<file path="config.mk">
export PLATFORM = sky130hd
export DESIGN_NAME = motor_drive_ctrl
export DESIGN_NICKNAME = d
export VERILOG_FILES = /design/src/rtl/motor_drive_ctrl.sv
export SDC_FILE = /design/constraint.sdc
export NUM_CORES = 1
export LEC_CHECK = 0
export BUFFER_PORTS_ARGS = -buffer_cell sky130_fd_sc_hd__buf_2
export CORE_UTILIZATION = 52
export DETAILED_ROUTE_END_ITERATION = 10
export GPL_TIMING_DRIVEN = 0
export MAX_ROUTING_LAYER = met4
export PLACE_DENSITY = 0.7
export REMOVE_ABC_BUFFERS = 1
export SLEW_MARGIN = 25
export SYNTH_ARGS = -nofsm -noshare
export SYNTH_HDL_FRONTEND = slang
export SYNTH_SLANG_ARGS = --single-unit
</file>
<file path="constraint.sdc">
create_clock -name clk_i -period 2.6 [get_ports clk_i]
set_input_delay 0.13 -clock clk_i [delete_from_list [all_inputs] [get_ports clk_i]]
set_output_delay 0.13 -clock clk_i [all_outputs]
set_load 0.1 [all_outputs]
</file>
<file path="src/rtl/motor_drive_ctrl.sv">
// Command-to-drive stage for one brushed DC motor: prescaled PWM, direction legs,
// brake, and a forced coast interval whenever the driven direction reverses.
module motor_drive_ctrl #(
    parameter int CMD_W    = 8,
    parameter int PRESCALE = 4,
    parameter int DEAD_CYC = 16
) (
    input  logic             clk_i,
    input  logic             rst_i,
    input  logic             cmd_valid_i,
    output logic             cmd_ready_o,
    input  logic [CMD_W-1:0] cmd_speed_i,
    input  logic             cmd_brake_i,
    output logic [2:0]       drv_o,
    output logic             busy_o,
    output logic             period_tick_o
);

    localparam int DW  = CMD_W - 1;
    localparam int PW  = (PRESCALE > 1) ? $clog2(PRESCALE) : 1;
    localparam int DCW = (DEAD_CYC > 1) ? $clog2(DEAD_CYC) : 1;

    localparam logic [DW-1:0]  CNT_TOP    = DW'(2**DW - 2);
    localparam logic [DW-1:0]  MAG_MAX    = DW'(2**DW - 1);
    localparam logic [PW-1:0]  PRESC_LAST = PW'(PRESCALE - 1);
    localparam logic [DCW-1:0] DEAD_INIT  = DCW'(DEAD_CYC - 1);

    typedef enum logic [1:0] {ST_IDLE, ST_RUN, ST_BRAKE, ST_DEAD} state_t;
    typedef enum logic [1:0] {DIR_NONE, DIR_FWD, DIR_REV} dir_t;

    state_t         state_q;
    dir_t           dir_q, tgt_dir_q, pend_dir_q, pend_dir_d;
    logic [PW-1:0]  presc_q;
    logic [DW-1:0]  cnt_q, duty_q, tgt_duty_q, pend_duty_q, pend_duty_d;
    logic [DCW-1:0] dead_q;
    logic           pend_full_q, pend_brake_q;
    logic [2:0]     drv_q;
    logic           tick_q;

    logic step, tick, dead_done, consume, accept;

    // -128 has no positive twin in CMD_W bits, so it saturates to the full-scale duty.
    function automatic logic [DW-1:0] sat_mag(input logic [CMD_W-1:0] s);
        logic [CMD_W-1:0] a;
        a = s[CMD_W-1] ? (~s + CMD_W'(1)) : s;
        return a[CMD_W-1] ? MAG_MAX : a[DW-1:0];
    endfunction

    assign step      = (presc_q == PRESC_LAST);
    assign tick      = step && (cnt_q == CNT_TOP);
    assign dead_done = (state_q == ST_DEAD) && (dead_q == '0);
    assign consume   = pend_full_q && ((tick && state_q != ST_DEAD) || dead_done);
    assign accept    = cmd_valid_i && !pend_full_q;

    assign pend_duty_d = sat_mag(cmd_speed_i);
    assign pend_dir_d  = (cmd_speed_i == '0) ? DIR_NONE :
                         (cmd_speed_i[CMD_W-1] ? DIR_REV : DIR_FWD);

    always_ff @(posedge clk_i) begin
        if (rst_i) begin
            state_q      <= ST_IDLE;
            dir_q        <= DIR_NONE;
            tgt_dir_q    <= DIR_NONE;
            pend_dir_q   <= DIR_NONE;
            presc_q      <= '0;
            cnt_q        <= '0;
            duty_q       <= '0;
            tgt_duty_q   <= '0;
            pend_duty_q  <= '0;
            dead_q       <= '0;
            pend_full_q  <= 1'b0;
            pend_brake_q <= 1'b0;
            drv_q        <= 3'b000;
            tick_q       <= 1'b0;
        end else begin
            tick_q <= tick;
            if (step) begin
                presc_q <= '0;
                cnt_q   <= (cnt_q == CNT_TOP) ? '0 : cnt_q + DW'(1);
            end else begin
                presc_q <= presc_q + PW'(1);
            end
            if (state_q == ST_DEAD && dead_q != '0)
                dead_q <= dead_q - DCW'(1);

            case (state_q)
                ST_RUN:   drv_q <= {cnt_q < duty_q, dir_q == DIR_REV, dir_q == DIR_FWD};
                ST_BRAKE: drv_q <= 3'b111;
                default:  drv_q <= 3'b000;
            endcase

            // A reversal is judged against the leg last driven, which dir_q keeps through DEAD.
            if (consume) begin
                if (pend_brake_q) begin
                    state_q <= ST_BRAKE;
                    dir_q   <= DIR_NONE;
                end else if (pend_dir_q == DIR_NONE) begin
                    state_q <= ST_IDLE;
                    dir_q   <= DIR_NONE;
                end else if ((state_q == ST_RUN || state_q == ST_DEAD) && pend_dir_q != dir_q) begin
                    state_q    <= ST_DEAD;
                    tgt_duty_q <= pend_duty_q;
                    tgt_dir_q  <= pend_dir_q;
                    dead_q     <= DEAD_INIT;
                end else begin
                    state_q <= ST_RUN;
                    duty_q  <= pend_duty_q;
                    dir_q   <= pend_dir_q;
                    if (state_q == ST_DEAD) begin
                        presc_q <= '0;
                        cnt_q   <= '0;
                    end
                end
            end else if (dead_done) begin
                state_q <= ST_RUN;
                duty_q  <= tgt_duty_q;
                dir_q   <= tgt_dir_q;
                presc_q <= '0;
                cnt_q   <= '0;
            end

            if (consume)
                pend_full_q <= 1'b0;
            if (accept) begin
                pend_full_q  <= 1'b1;
                pend_brake_q <= cmd_brake_i;
                pend_duty_q  <= pend_duty_d;
                pend_dir_q   <= pend_dir_d;
            end
        end
    end

    assign cmd_ready_o   = !pend_full_q;
    assign busy_o        = (state_q == ST_DEAD) || pend_full_q;
    assign drv_o         = drv_q;
    assign period_tick_o = tick_q;

endmodule

</file>
==> impl_metrics.py, run 1 <==
metrics = {
    "setup_path": {
        "reg2regPathDepth": 6,
        "cpPeakStageDelay_ns": 0.42,
        "cp_cell_sequence": "ha_1 -> nand4_4 -> nor2_4 -> o211a_1 -> and3_4 -> a311oi_2",
        "required_ns": 2.76,
        "critPathTopFamily": "simple AND/OR/NAND/NOR gates",
        "cp_max_fo": 16,
        "timing.rr.start": "presc_q[0]",
        "endpoint": "duty_q[3]",
        "critPathKind": "reg -> reg",
        "startpoint": "presc_q[0]",
        "cp.depth": 6,
        "worst-r2r-setup-slack_ns": 0.15,
        "worstPathArrival_ns": 2.61,
        "end_kind": "register",
        "start_kind": "register",
        "cp_slowest_cell": "and3_4",
        "worst-path-buf-inv": 0,
        "r2r-end": "duty_q[3]",
    },
    "cts": {
        "clock_sinks": 48,
        "cts.path.max_buffers": 2,
        "cts.clk_slew.worst_paths_ns": 0.09,
        "cts_root_buffer": "clkbuf_8",
        "postCtsHoldBufs": 0,
        "numCtsBuffers": 5,
        "htree_levels": 2,
        "cts_tree": "yes",
        "clkLatencyLatePin_ns": 0.30,
    },
    "routing": {
        "num_vias": 2070,
        "drc": 0,
        "antenna_left": 0,
        "viasPerCell": 5.53,
        "wl_um": 4990,
        "wl_per_cell_um": 13.3,
        "drtIter0Drc": 103,
        "dr.pass1.iters": 4,
    },
    "timing": {
        "period_needed_ns": 2.45,
        "finalClockSkew_ns": 0.00551,
        "relSlewSlack_pct": 55.6,
        "fmax_ghz": 0.407,
        "slew_violations": 0,
        "finalHoldViolations": 0,
        "tns_ns": 0,
        "finalCritPeriodShare_pct": 94.4,
        "setup_violations": 0,
        "rsz0062_at_grt": "false",
        "worstMarginPinSlew_ns": 0.658,
        "worst_slack_ns": 0.146,
    },
    "power_and_ir_drop": {
        "p_leak_nw": 0.964,
        "power_frac_comb_pct": 8.5,
        "p_switching_uw": 346,
        "power_frac_seq_pct": 54.2,
        "p_int_mw": 1.08,
        "clkPwrFrac_pct": 37.3,
        "irDropWorstVdd_mv": 0.371,
        "netSwitchingFraction_pct": 24.2,
        "p_per_area_nw_per_um2": 507,
    },
    "finish": {
        "fill_cells": 458,
        "drive_above_1_share_pct": 16.3,
        "syn_to_final_growth_pct": 6.98,
        "diodes": 0,
        "final_cell_mix": "48 x dfxtp_1, 27 x nand2_1, 24 x a21oi_1, 20 x inv_1, 18 x nor2_1",
        "fin_util_pct": 58.9,
        "final_common_cell": "dfxtp_1",
        "nets": 332,
    },
    "yosys": {
        "yosysTopAreaCell": "dfxtp_1",
        "ys_seq_elements": 48,
        "avgSynthCellArea_um2": 8.84,
        "synth_top_area_share_pct": 36.5,
        "yosysSeqAreaShare_pct": 36.5,
        "synthArstFlopShare_pct": 0,
        "syn_area_um2": 2630,
        "yosys_warnings": 0,
        "synth_area_leaders": "dfxtp_1 36%, ha_1 6.7%, a21oi_1 4.6%",
        "synth_cell_types": 51,
        "syn_inst": 298,
        "ys.flop_type": "dfxtp_1",
        "synth_edf_count": 0,
    },
    "die": {
        "start_util_pct": 55.0,
        "die_height_um": 73.2,
        "num_io_pins": 18,
        "fp.dieArea_um2": 5350,
        "die_w_um": 73.2,
        "rows": 25,
        "coreArea_um2": 4790,
    },
    "hold_path": {
        "worstHoldStart": "cmd_brake_i",
        "hold_path.class": "in -> reg",
    },
    "place": {
        "place_ws_ns": -0.194,
        "port_buffers": 17,
        "dpl.hpwl_um": 3420,
        "gp_congestion": 0.877,
    },
    "global_routing": {
        "grt_pass1_vias": 1852,
        "antenna_found_initial": 0,
        "track_usage_pct": 20.7,
        "grt_pass1_wl_um": 8410,
        "grt_overflow": 0,
        "grt_max_degree": 50,
    },
    "run": {
        "maxCapViolCount": 0,
    },
    "outcome": {
        "status": "complete, no violations",
    },
}
stage by stage:
stage / power [mW] / cells / cell area (um^2) / hold WS, ns
final: 1.43 / 374 / 2820 / 0.0688
after global routing: 1.49 / 374 / 2820 / 0.0526
after CTS: 1.44 / 371 / 2790 / 0.0627
after detailed placement: 0.914 / 363 / 2670 / 0.390
after global placement: 0.910 / 363 / 2670 / 0.381
after floorplan: 0.867 / 279 / 2500 / 0.195
repair_timing:
action	4_1_cts	5_1_grt
setup buffers	0	3
setup endpoints to repair	18	10
resized for setup	2	1
pin swaps	0	2
how the worst min path moves through the flow:
stage               cells after the start      endpoint  slack [ns]
global route                            3  pend_brake_q        0.05
CTS                                     3  pend_brake_q        0.06
floorplan                               1      dir_q[1]        0.19
detailed placement                      3  pend_brake_q        0.39
finish                                  3  pend_brake_q        0.07
global placement                        3  pend_brake_q        0.38
sequential cells by signal, indices dropped and copies added, names as in the netlist:
register       cells
dir_q              2
pend_brake_q       1
drv_o              3
pend_duty_q        7
presc_q            2
pend_full_q        1
dead_q             4
state_q            2
period_tick_o      1
tgt_duty_q         7
tgt_dir_q          2
duty_q             7
pend_dir_q         2
cnt_q              7
layer usage:
layer | wire [um] | track usage (%)
met2 | 2260 | 32.6
met5 | 0 | -
met4 | 45 | 6.54
met3 | 167 | 4.14
met1 | 2510 | 26.4
cell usage after synthesis, types with 2 or more instances:
| cell type | count |
|---|---|
| a21oi_1 | 24 |
| or4_1 | 2 |
| o211a_1 | 2 |
| o31ai_1 | 3 |
| nand2b_1 | 7 |
| a211oi_1 | 10 |
| a2111oi_2 | 2 |
| nor2b_1 | 2 |
| o21ai_1 | 2 |
| xnor2_1 | 6 |
| a21o_1 | 2 |
| nand4_1 | 3 |
| nor4_2 | 6 |
| buf_6 | 7 |
| nor2_1 | 18 |
| a311oi_2 | 4 |
| or2_0 | 2 |
| o211ai_1 | 3 |
| dfxtp_1 | 48 |
| buf_1 | 2 |
| o21ai_0 | 14 |
| xor2_1 | 6 |
| clkbuf_1 | 7 |
| buf_2 | 2 |
| a311oi_1 | 4 |
| a21boi_1 | 2 |
| nand3_1 | 9 |
| nand2_1 | 27 |
| inv_1 | 20 |
| nor3_1 | 7 |
| a31oi_1 | 12 |
| ha_1 | 14 |
power by group through the flow:
stage                     logic, mW  clock network, mW  registers (mW)
after detailed placement      0.123                  0           0.790
final                         0.122              0.533           0.774
after CTS                     0.123              0.546           0.773
after global routing          0.137              0.572           0.777
after floorplan              0.0818                  0           0.785
after global placement        0.120                  0           0.790
cell type report:
class | instances | area (um^2) | area share [%]
clock inverters | 2 | 35.0 | 1.24
repair buffers | 20 | 110 | 3.91
clock buffers | 6 | 72.6 | 2.58
flip-flops and latches | 48 | 961 | 34.1
well taps | 67 | 83.8 | 2.98
multi-input cells | 211 | 1480 | 52.5
inverters | 20 | 75.1 | 2.66
cells by family after synthesis:
group	Yosys count	synth area share (%)
buffers and inverters	39	7.79
adder cells (fa/ha/maj)	14	6.65
AO/OA/AOI/OAI	90	24.5
flip-flops	48	36.5
AND/OR/NAND/NOR	93	19.7
multiplexers	2	0.950
XOR/XNOR	12	3.99
worst register-to-register path: stages, from the launching register on:
cell      delay (ns)
dfxtp_1         0.37
ha_1            0.41
nand4_4         0.18
nor2_4          0.39
o211a_1         0.40
and3_4          0.42
a311oi_2        0.15
Power figures use the tool's default switching activity.
==> run 2, diff against run 1 <==
--- a/config.mk
+++ b/config.mk
@@ -6,6 +6,7 @@
 export NUM_CORES = 1
 export LEC_CHECK = 0
 export BUFFER_PORTS_ARGS = -buffer_cell sky130_fd_sc_hd__buf_2
+export CORE_MARGIN = 8
 export CORE_UTILIZATION = 52
 export DETAILED_ROUTE_END_ITERATION = 10
 export GPL_TIMING_DRIVEN = 0
==> impl_metrics.py, run 2 (synthesis results as in run 1) <==
metrics = {
    "outcome": {
        "status": "complete, no violations",
    },
    "routing": {
        "drc": 0,
        "num_vias": 2070,
        "drtIter0Drc": 118,
        "wl_um": 5200,
        "antenna_left": 0,
        "dr.pass1.iters": 6,
        "wl_per_cell_um": 13.7,
        "viasPerCell": 5.45,
    },
    "finish": {
        "nets": 335,
        "final_area_um2": 2810,
        "final_common_cell": "dfxtp_1",
        "fill_cells": 504,
        "final_cell_mix": "48 x dfxtp_1, 27 x nand2_1, 24 x a21oi_1, 20 x inv_1, 18 x nor2_1",
        "syn_to_final_growth_pct": 6.84,
        "diodes": 0,
        "drive_above_1_share_pct": 17.4,
    },
    "die": {
        "die_height_um": 87.2,
        "coreArea_um2": 5010,
        "start_util_pct": 52.6,
        "fp.dieArea_um2": 7600,
        "rows": 26,
        "die_w_um": 87.2,
        "num_io_pins": 18,
    },
    "setup_path": {
        "worstPathArrival_ns": 2.44,
        "end_kind": "register",
        "start_kind": "register",
        "critPathKind": "reg -> reg",
        "required_ns": 2.80,
        "cp_max_fo": 16,
    },
    "cts": {
        "cts.path.max_buffers": 2,
        "cts.clk_slew.worst_paths_ns": 0.09,
        "numCtsBuffers": 5,
        "clkLatencyLatePin_ns": 0.30,
        "htree_levels": 2,
        "cts_root_buffer": "clkbuf_8",
        "cts_tree": "yes",
        "postCtsHoldBufs": 0,
        "clock_sinks": 48,
    },
    "global_routing": {
        "grt_overflow": 0,
        "antenna_found_initial": 0,
        "grt_max_degree": 50,
        "grt_pass1_vias": 1984,
        "grt_pass1_wl_um": 9010,
        "track_usage_pct": 15.1,
    },
    "place": {
        "gp_congestion": 0.775,
        "port_buffers": 17,
        "dpl.hpwl_um": 3740,
        "placed_area_um2": 2680,
    },
    "power_and_ir_drop": {
        "irDropWorstVdd_mv": 0.318,
        "p_leak_nw": 0.971,
        "p_per_area_nw_per_um2": 475,
        "total_power_mw": 1.34,
    },
    "hold_path": {
        "hold_path.class": "in -> reg",
    },
    "timing": {
        "setup_violations": 0,
        "tns_ns": 0,
        "worstMarginPinSlew_ns": 1.01,
        "period_needed_ns": 2.24,
        "whs_ns": 0.0702,
        "rsz0062_at_grt": "false",
        "finalClockSkew_ns": 0.0110,
        "relSlewSlack_pct": 32.5,
        "finalHoldViolations": 0,
        "finalCritPeriodShare_pct": 86.1,
        "slew_violations": 0,
        "fmax_ghz": 0.447,
    },
    "run": {
        "maxCapViolCount": 0,
    },
}
run 2: worst max-delay path: stages, from the launching register on:
cell and delay [ns]:
dfxtp_1 0.38, ha_1 0.55, o21ai_4 0.22, o211a_1 0.31
and3_4 0.32, a2111oi_2 0.35
run 2: worst paths after layout:
path	cells past startpoint	from	end	slack, ns
worst max register to register	5	state_q[0]	presc_q[0]	0.36
worst min register to register	1	presc_q[0]	presc_q[0]	0.46
worst min-delay path	3	cmd_brake_i	pend_brake_q	0.07
worst max-delay path	5	state_q[0]	presc_q[0]	0.36
run 2: area by class of cell:
type	count	area [um^2]	area share, %
multi-input cells	211	1470	52.3
flip-flops and latches	48	961	34.1
repair buffers	23	130	4.62
well taps	70	87.6	3.11
inverters	20	75.1	2.67
clock buffers	5	68.8	2.45
clock inverters	3	18.8	0.667
run 2: metal layers:
layer	up-vias	wire, um	GRT usage (%)
met1	957	2590	18.1
met5	-	0	-
li1	1088	-	-
met4	0	70	5.78
met2	20	2420	24.6
met3	5	116	2.83
run 2: report_power, final:
group | leakage [nW] | internal, mW | total, mW | switching (mW)
Clock | 0.0479 | 0.188 | 0.440 | 0.252
Sequential | 0.390 | 0.754 | 0.774 | 0.0202
Combinational | 0.534 | 0.0431 | 0.123 | 0.0797
Total | 0.971 | 0.985 | 1.34 | 0.352
run 2: repair_timing:
action                     in CTS  in global routing
setup endpoints to repair      17                 17
setup buffers                   0                  6
resized for setup               1                  1
pin swaps                       0                  2
run 2: through the flow:
step           util (%)  setup WS, ns  cells
2_1_floorplan         -         0.254    279
3_3_place_gp       53.4        -0.151    366
3_5_place_dp       53.4        -0.171    366
4_1_cts            55.3        0.0386    374
5_1_grt            56.2         0.146    380
6_report           56.2         0.362    380
==> run 3, diff against run 2 <==
==> constraint.sdc (replaced) <==
create_clock -name clk_i -period 2.2 [get_ports clk_i]
set_input_delay 0.11 -clock clk_i [delete_from_list [all_inputs] [get_ports clk_i]]
set_output_delay 0.11 -clock clk_i [all_outputs]
set_load 0.1 [all_outputs]
==> impl_metrics.py, run 3 (synthesis results as in run 1) <==
metrics = {
    "outcome": {
        "status": "complete, no violations",
    },
    "finish": {
        "final_common_cell": "dfxtp_1",
        "drive_above_1_share_pct": 17.6,
        "diodes": 0,
        "nets": 332,
        "final_cell_mix": "48 x dfxtp_1, 27 x nand2_1, 24 x a21oi_1, 20 x inv_1, 18 x nor2_1",
        "syn_to_final_growth_pct": 6.75,
    },
    "place": {
        "dpl.hpwl_um": 3740,
        "gp_congestion": 0.775,
        "port_buffers": 17,
    },
    "power_and_ir_drop": {
        "netSwitchingFraction_pct": 26.6,
        "irDropWorstVdd_mv": 0.380,
        "p_switching_uw": 422,
        "total_power_mw": 1.59,
        "clkPwrFrac_pct": 33.1,
        "p_int_mw": 1.16,
        "power_frac_seq_pct": 57.7,
        "power_frac_comb_pct": 9.2,
        "p_leak_nw": 0.940,
        "p_per_area_nw_per_um2": 564,
    },
    "routing": {
        "drc": 0,
        "dr.pass1.iters": 4,
        "drtIter0Drc": 102,
        "wl_per_cell_um": 13.9,
        "viasPerCell": 5.51,
        "antenna_left": 0,
        "wl_um": 5260,
        "num_vias": 2078,
    },
    "die": {
        "coreArea_um2": 5010,
        "rows": 26,
        "die_w_um": 87.2,
        "fp.dieArea_um2": 7600,
        "die_height_um": 87.2,
        "num_io_pins": 18,
        "start_util_pct": 52.6,
    },
    "global_routing": {
        "grt_pass1_wl_um": 9070,
        "antenna_found_initial": 0,
        "track_usage_pct": 15.2,
        "grt_overflow": 0,
        "grt_pass1_vias": 2001,
        "grt_max_degree": 50,
    },
    "timing": {
        "finalCritPeriodShare_pct": 92.1,
        "finalHoldViolations": 0,
        "slew_violations": 0,
        "relSlewSlack_pct": 32.1,
        "period_needed_ns": 2.03,
        "fmax_ghz": 0.494,
        "finalClockSkew_ns": 0.0122,
        "whs_ns": 0.0476,
        "worstMarginPinSlew_ns": 1.02,
        "setup_violations": 0,
        "rsz0062_at_grt": "false",
    },
    "run": {
        "maxCapViolCount": 0,
    },
    "setup_path": {
        "r2r-end": "presc_q[0]",
        "startpoint": "dead_q[0]",
        "worst-r2r-setup-slack_ns": 0.17,
        "worstPathArrival_ns": 2.23,
        "cpPeakStageDelay_ns": 0.35,
        "cp_cell_sequence": "inv_1 -> ha_1 -> nand2b_1 -> o21ai_4 -> o211ai_1 -> and3_4 -> a2111oi_2",
        "start_kind": "register",
        "timing.rr.start": "dead_q[0]",
        "reg2regPathDepth": 7,
        "cp_max_fo": 16,
        "end_kind": "register",
        "critPathKind": "reg -> reg",
        "cp_slowest_cell": "a2111oi_2",
        "required_ns": 2.40,
    },
    "hold_path": {
        "min_path_cells": 3,
        "holdPathEnd": "pend_brake_q",
        "hold_path.class": "in -> reg",
        "worstHoldStart": "cmd_brake_i",
    },
    "cts": {
        "cts.path.max_buffers": 2,
        "postCtsHoldBufs": 0,
        "cts_root_buffer": "clkbuf_8",
        "cts_tree": "yes",
        "clkLatencyLatePin_ns": 0.30,
        "cts.clk_slew.worst_paths_ns": 0.10,
        "numCtsBuffers": 5,
        "clock_sinks": 48,
        "htree_levels": 2,
    },
}
## run 3: cell types whose count changed in the layout (fill, tap and decap cells not counted)
cell,previous run,this run
o211a_2,1,0
o211a_1,1,0
buf_4,6,3
ha_1,14,12
ha_2,0,2
o211a_4,0,2
## run 3: stage by stage
stage	setup TNS [ns]	setup slack, ns	utilization, %	instance area (um^2)	instances
final	0	0.175	56.1	2810	377
after global routing	0	0.00187	56.1	2810	377
after CTS	0	0.0113	55.8	2790	377
after detailed placement	-12.03	-0.571	53.4	2680	366
after global placement	-11.12	-0.551	53.4	2680	366
after floorplan	-0.187	-0.146	-	2500	279
## run 3: repair_timing
item,in CTS,in global routing
gates resized for setup,3,4
pin swaps,2,0
endpoints found under the setup margin,32,19
buffers inserted,3,0
## run 3: power by group through the flow
stage	logic, mW	registers [mW]	clock network (mW)
finish	0.147	0.915	0.525
global route	0.163	0.920	0.580
CTS	0.146	0.915	0.540
detailed placement	0.146	0.935	0
global placement	0.142	0.934	0
floorplan	0.0967	0.928	0
## run 3: cell type report
type,count,area (um^2)
Timing Repair Buffer,20,108
Inverter,20,75.1
Tap cell,70,87.6
Clock buffer,5,68.8
Fill cell,504,2200
Clock inverter,3,18.8
Sequential cell,48,961
Multi-Input combinational cell,211,1490
## run 3: worst max-delay path by stage
stage / cells after the start / slack (ns) / to
finish: 7 / 0.17 / presc_q[0]
floorplan: 6 / -0.15 / dir_q[1]
CTS: 6 / 0.01 / duty_q[0]
global route: 7 / 0.002 / presc_q[0]
detailed placement: 6 / -0.57 / dir_q[1]
global placement: 6 / -0.55 / dir_q[1]
## run 3: layer usage
layer | wire [um] | vias up | GRT usage [%]
li1 | - | 1082 | -
met1 | 2560 | 962 | 18.0
met2 | 2460 | 25 | 24.7
met3 | 146 | 9 | 3.11
met4 | 94 | 0 | 6.09
met5 | 0 | - | -
## run 3: worst max-delay path, delay by kind of cell (launching register included)
family	cells	cell delay (ns)
flip-flops	1	0.32
buffers and inverters	1	0.08
AND/OR/NAND/NOR	2	0.40
AO/OA/AOI/OAI	3	0.90
adder cells (fa/ha/maj)	1	0.22
